==> src/rtl/pipeline_fetch_unit_pkg.sv <==
// Shared definitions for the IF-stage fetch unit: FSM states, redirect
// kinds, the trap opcode and the NOP word injected while draining.
package pipeline_defs;

    typedef enum logic [1:0] {
        RUN   = 2'd0,
        DRAIN = 2'd1,
        DONE  = 2'd2
    } fetch_state_e;

    localparam logic [1:0]  BR_REL   = 2'b00;
    localparam logic [1:0]  BR_JUMP  = 2'b01;
    localparam logic [1:0]  BR_JREG  = 2'b10;

    localparam logic [5:0]  OPC_TRAP = 6'h11;
    localparam logic [31:0] NOP      = 32'h0000_0000;

endpackage

==> src/rtl/pipeline_fetch_unit_next_pc_sel.sv <==
// Redirect target adders and the next-PC mux (hold / sequential / branch /
// jump / jump-register).
module next_pc_sel
    import pipeline_defs::*;
(
    input  logic [31:0] pc_i,
    input  logic        pcWr_i,
    input  logic        branch_i,
    input  logic [1:0]  branchType_i,
    input  logic [31:0] pcPlus4Id_i,
    input  logic [31:0] extendedImm_i,
    input  logic [31:0] registerS1_i,
    input  logic [31:0] instructionId_i,
    output logic [31:0] pcPlus4_o,
    output logic [31:0] nextPc_o
);

    logic [31:0] relTarget;
    logic [31:0] jumpTarget;
    logic [31:0] target;
    logic        unusedOpcodeBits;

    assign pcPlus4_o  = pc_i + 32'd4;
    assign relTarget  = pcPlus4Id_i + extendedImm_i;
    assign jumpTarget = pcPlus4Id_i + {{6{instructionId_i[25]}}, instructionId_i[25:0]};

    // Only the 26-bit jump offset of the ID-stage instruction matters here.
    assign unusedOpcodeBits = ^instructionId_i[31:26];

    always_comb begin
        target = relTarget;
        case (branchType_i)
            BR_JUMP: target = jumpTarget;
            BR_JREG: target = registerS1_i;
            default: target = relTarget;
        endcase
    end

    // A resolved redirect wins over a stall; targets are forced word-aligned.
    always_comb begin
        nextPc_o = pc_i;
        if (branch_i) begin
            nextPc_o = {target[31:2], 2'b00};
        end else if (pcWr_i) begin
            nextPc_o = pcPlus4_o;
        end
    end

endmodule

==> src/rtl/pipeline_fetch_unit.sv <==
// IF-stage front end: PC register, next-PC selection and the trap-driven
// drain sequence that ends the program.
module pipeline_fetch_unit
    import pipeline_defs::*;
#(
    parameter logic [31:0] RESET_PC     = 32'h0000_0000,
    parameter logic [5:0]  TRAP_OPCODE  = OPC_TRAP,
    parameter int          DRAIN_CYCLES = 5
) (
    input  logic        clk,
    input  logic        reset,
    input  logic        pcWr,
    input  logic        branch,
    input  logic [1:0]  branchType,
    input  logic [31:0] pcPlus4Id,
    input  logic [31:0] extendedImmIn,
    input  logic [31:0] registerS1In,
    input  logic [31:0] instructionIdIn,
    input  logic [31:0] imemData,
    output logic [31:0] imemAddr,
    output logic [31:0] pcPlus4,
    output logic [31:0] preInstruction,
    output logic        endProgram,
    output logic        draining
);

    localparam logic [3:0] DRAIN_INIT = 4'(DRAIN_CYCLES);

    fetch_state_e state_q, state_d;
    logic [31:0]  pc_q, pc_d;
    logic [3:0]   drainCnt_q, drainCnt_d;
    logic         endProgram_q;
    logic [31:0]  nextPc;
    logic         trapAccept;

    next_pc_sel u_next_pc_sel (
        .pc_i            (pc_q),
        .pcWr_i          (pcWr),
        .branch_i        (branch),
        .branchType_i    (branchType),
        .pcPlus4Id_i     (pcPlus4Id),
        .extendedImm_i   (extendedImmIn),
        .registerS1_i    (registerS1In),
        .instructionId_i (instructionIdIn),
        .pcPlus4_o       (pcPlus4),
        .nextPc_o        (nextPc)
    );

    // A trap only counts once it is really written into IF/ID and not squashed.
    assign trapAccept = (imemData[31:26] == TRAP_OPCODE) && pcWr && !branch;

    always_comb begin
        state_d        = state_q;
        pc_d           = pc_q;
        drainCnt_d     = drainCnt_q;
        preInstruction = NOP;
        case (state_q)
            RUN: begin
                preInstruction = imemData;
                if (trapAccept) begin
                    state_d    = DRAIN;
                    drainCnt_d = DRAIN_INIT;
                end else begin
                    pc_d = nextPc;
                end
            end
            DRAIN: begin
                drainCnt_d = drainCnt_q - 4'd1;
                if (drainCnt_q == 4'd1) begin
                    state_d = DONE;
                end
            end
            DONE: begin
                state_d = DONE;
            end
            default: begin
                state_d = RUN;
            end
        endcase
    end

    always_ff @(posedge clk) begin
        if (reset) begin
            state_q      <= RUN;
            pc_q         <= RESET_PC;
            drainCnt_q   <= 4'd0;
            endProgram_q <= 1'b0;
        end else begin
            state_q      <= state_d;
            pc_q         <= pc_d;
            drainCnt_q   <= drainCnt_d;
            endProgram_q <= (state_q == DONE);
        end
    end

    assign imemAddr   = pc_q;
    assign endProgram = endProgram_q;
    assign draining   = (state_q == DRAIN);

endmodule

==> config.mk <==
export PLATFORM = sky130hd
export DESIGN_NAME = pipeline_fetch_unit
export DESIGN_NICKNAME = d
export VERILOG_FILES = /design/src/rtl/pipeline_fetch_unit_pkg.sv /design/src/rtl/pipeline_fetch_unit_next_pc_sel.sv /design/src/rtl/pipeline_fetch_unit.sv
export SDC_FILE = /design/constraint.sdc
export NUM_CORES = 1
export LEC_CHECK = 0
export CORE_MARGIN = 5
export CORE_UTILIZATION = 44
export DETAILED_ROUTE_END_ITERATION = 10
export HOLD_SLACK_MARGIN = 0.1
export PLACE_DENSITY = 0.95
export SLEW_MARGIN = 20
export SYNTH_ARGS = -nofsm -noshare
export SYNTH_HDL_FRONTEND = slang
export SYNTH_SLANG_ARGS = --single-unit
==> constraint.sdc <==
create_clock -name clk -period 9.95 [get_ports clk]
set_input_delay 1.99 -clock clk [delete_from_list [all_inputs] [get_ports clk]]
set_output_delay 1.99 -clock clk [all_outputs]
set_load 0.01 [all_outputs]
==> run summary <==
mux share of post-synthesis cell area -> 6.55%
I/O pin count -> 264
Commonest cells post-synth -> a21oi_1, nand2_1, nor2_1, ha_1, and2_1
worst min path class -> register to register
Post-synth EDFFs -> 0
reg-to-reg slack, setup -> 7.06 ns
total area of multi-input combinational cells -> 4090 µm²
kind of start point of the critical path -> primary input
via count -> 6330
vias in the first global route -> 6123
WHS Endpoint -> imemAddr[11]
period utilization -> 57.2%
min Tclk post-route -> 5.69 ns
critical path capture point type -> register
Buf+Inv Stages, Crit Path -> 2
Synth Area in Simple Gates -> 26.8%
Cell Chain, Critical Path -> clkdlybuf4s50_1 -> nand2b_1 -> buf_4 -> mux2_2 -> ha_1 -> and3_1 -> and3b_1 -> o31ai_1 -> o211ai_1 -> a221oi_1 -> nor2_1 -> mux2_2 -> a211oi_1
max_cap viols -> 0
Seq/Total Area, Yosys -> 14.5%
total gr overflow -> 0
Synth-to-Final Area Change -> 53.5%
Rows -> 39
total die area -> 13800 µm²
CP dominant cell by count -> mux2_2
#FFs+latches synth -> 37
hold_buf cts -> 0
RSZ-0062 raised after global routing -> no
post-CTS setup buffer count -> 0
port bufs -> 251
Crit Path Max Fanout -> 32
Synth area leader -> dfxtp_1
Net count, final -> 1140
Setup Skew -> 0.00490 ns
R2R Path End -> imemAddr[30]
TNS Setup -> 0 ns
hpwl dp -> 15.8 mm
setup ws final -> 4.26 ns
fillers -> 938
Compound-Gate Fraction of Synth Area -> 27.9%
clk sink count -> 37
clock slew at reported path FFs -> 0.06 ns
Async SR Flop Fraction -> 0%
worst-case reg-to-reg path depth -> 8
Worst Tran Pin Value -> 0.919 ns
hold_sp -> imemAddr[11]
CP top delay family -> compound AO/OA/AOI/OAI gates
power density over cell area -> 116 nW/µm²
Core Footprint -> 11400 µm²
Top FF cell, synth -> dfxtp_1
Chip Width -> 118 µm
worst r2r src -> imemAddr[2]
Synth Cell Area -> 5100 µm²
Post-Syn Instances -> 710
DP Worst Slack -> 3.99 ns
Max VDD drop -> 0.0886 mV
clk_lat worst skew -> 0.28 ns
largest net degree at the start of global routing -> 53
first-pass GRT wire length -> 30.7 mm
Lkg Pwr -> 3.13 nW
CTS resizes -> 0
DR vias/cell -> 5.88
worst hold slack -> 0.509 ns
fraction of layout cells with a size suffix above 1 -> 5.67%
Worst EP arrival -> 5.89 ns
Synth Area in Adders -> 9.81%
Synth area leaders -> dfxtp_1, ha_1, a21oi_1
crit path kind -> primary input to register
hold path depth -> 2
share of Yosys cell area claimed by the top area cell type -> 14.5%
# diodes -> 0
Crit path depth -> 13
Final ANT Viol Nets -> 0
Clock Tree Buf Depth -> 2
Slew HR -> 38.7%
max incr delay on CP -> 0.58 ns
CTS Buf Count -> 5
Routed WL -> 19.7 mm
Critical Path RT -> 10.15 ns
placed insts -> 1069
CTS tree -> yes
CP max-delay cell -> a221oi_1
largest family of logic cells by synthesized area -> compound AO/OA/AOI/OAI gates
clk root buf -> clkbuf_16
Warnings, synthesis -> 0
initial antenna violation count -> 0
Register Area -> 741 µm²
GPL Wtd Cong -> 0.987
final setup fails -> 0
Final Hold Viols -> 0
fmax -> 176 MHz
top-count cell post-synth -> a21oi_1
Max Slew Vio Count -> 0
# DRC -> 0
Starting Density -> 44.9%
Synth Area per Inst -> 7.18 µm²
Finished Layout Cells -> 1077
Cell variety after synth -> 69
status -> finished, final reports clean
routed wire length per instance -> 18.3 µm
drt pass-1 iters -> 5
Total Routing Usage GR -> 26.2%
DIE HEIGHT -> 118 µm
Post-Synth XOR/XNOR Area -> 8.76%
initial drt markers -> 412
CTS H-tree depth -> 2
worst max path at each step:
stage          slack (ns)      endpoint     startpoint
2_1_floorplan        4.92  imemAddr[30]  branchType[1]
3_3_place_gp         4.08  imemAddr[30]  branchType[1]
3_5_place_dp         3.99  imemAddr[24]  branchType[1]
4_1_cts              4.26  imemAddr[24]  branchType[1]
5_1_grt              3.98  imemAddr[30]  branchType[1]
6_report             4.26  imemAddr[24]  branchType[1]
tightest hold or removal path, delay by kind of cell (launching register included):
kind	cells	cell delay, ns
AO/OA/AOI/OAI	1	0.06
AND/OR/NAND/NOR	1	0.06
flip-flops	1	0.34
layout by cell type, fill, tap and decap left out, types with 4 or more instances in the layout:
cell	Yosys	final
ha_1	40	39
a31oi_1	10	10
nor2b_1	4	4
o21bai_1	4	4
inv_1	26	26
mux2_2	27	27
o211ai_1	10	10
xor2_1	18	18
a311oi_1	7	7
a21o_1	19	19
nor2_1	58	58
clkbuf_16	0	5
nand2b_1	5	5
conb_1	1	4
a211oi_1	12	12
o22ai_1	4	4
clkdlybuf4s50_1	0	250
nand2_1	64	64
nor3_1	20	20
o21ai_0	34	34
nand3_1	21	21
nor4_1	5	5
or3_1	4	4
a21boi_0	4	4
a21oi_1	66	66
a221oi_1	7	7
xnor2_1	33	33
and2_1	38	38
o311ai_0	5	5
buf_4	5	5
dfxtp_1	37	37
and3_1	14	14
nand4_1	13	13
metrics by stage:
step           area, µm²  power [W]  util (%)
6_report            7830   0.000908      68.9
3_3_place_gp        7650   0.000712      67.3
3_5_place_dp        7650   0.000723      67.3
2_1_floorplan       5110   0.000479         -
4_1_cts             7810   0.000902      68.7
5_1_grt             7830   0.000962      68.9
cells by family after synthesis:
group,after synthesis
AOI/OAI and AO/OA,216
and+or+nand+nor,266
buffers and inverters,69
muxes,30
xor gates and xnor gates,51
adders and majority gates,40
DFF,37
other,1
registers in the layout, indices dropped and copies added (netlist names):
register    count
drainCnt_q      4
endProgram      1
imemAddr       30
state_q         2
per-layer routing:
layer  part of all wire, %  track usage (%)  up-vias
li1                      -                -     3037
met1                    39             30.7     2905
met2                    49             47.2      349
met3                   9.4             5.29       39
met4                   2.8             8.96        0
met5                     0                0        -
power by group:
part	switching, W	internal [W]
Combinational	0.000257	0.000274
Clock	0.0000642	0.000116
Sequential	0.0000301	0.000167
layout make-up:
cell class	count	share of cell area, %
Timing Repair Buffer	257	32.7
Clock buffer	5	1.60
Tap cell	143	2.29
Inverter	26	1.25
Multi-Input combinational cell	607	52.3
Clock inverter	2	0.447
Sequential cell	37	9.46
No activity file was read; power rests on OpenSTA's default activity.
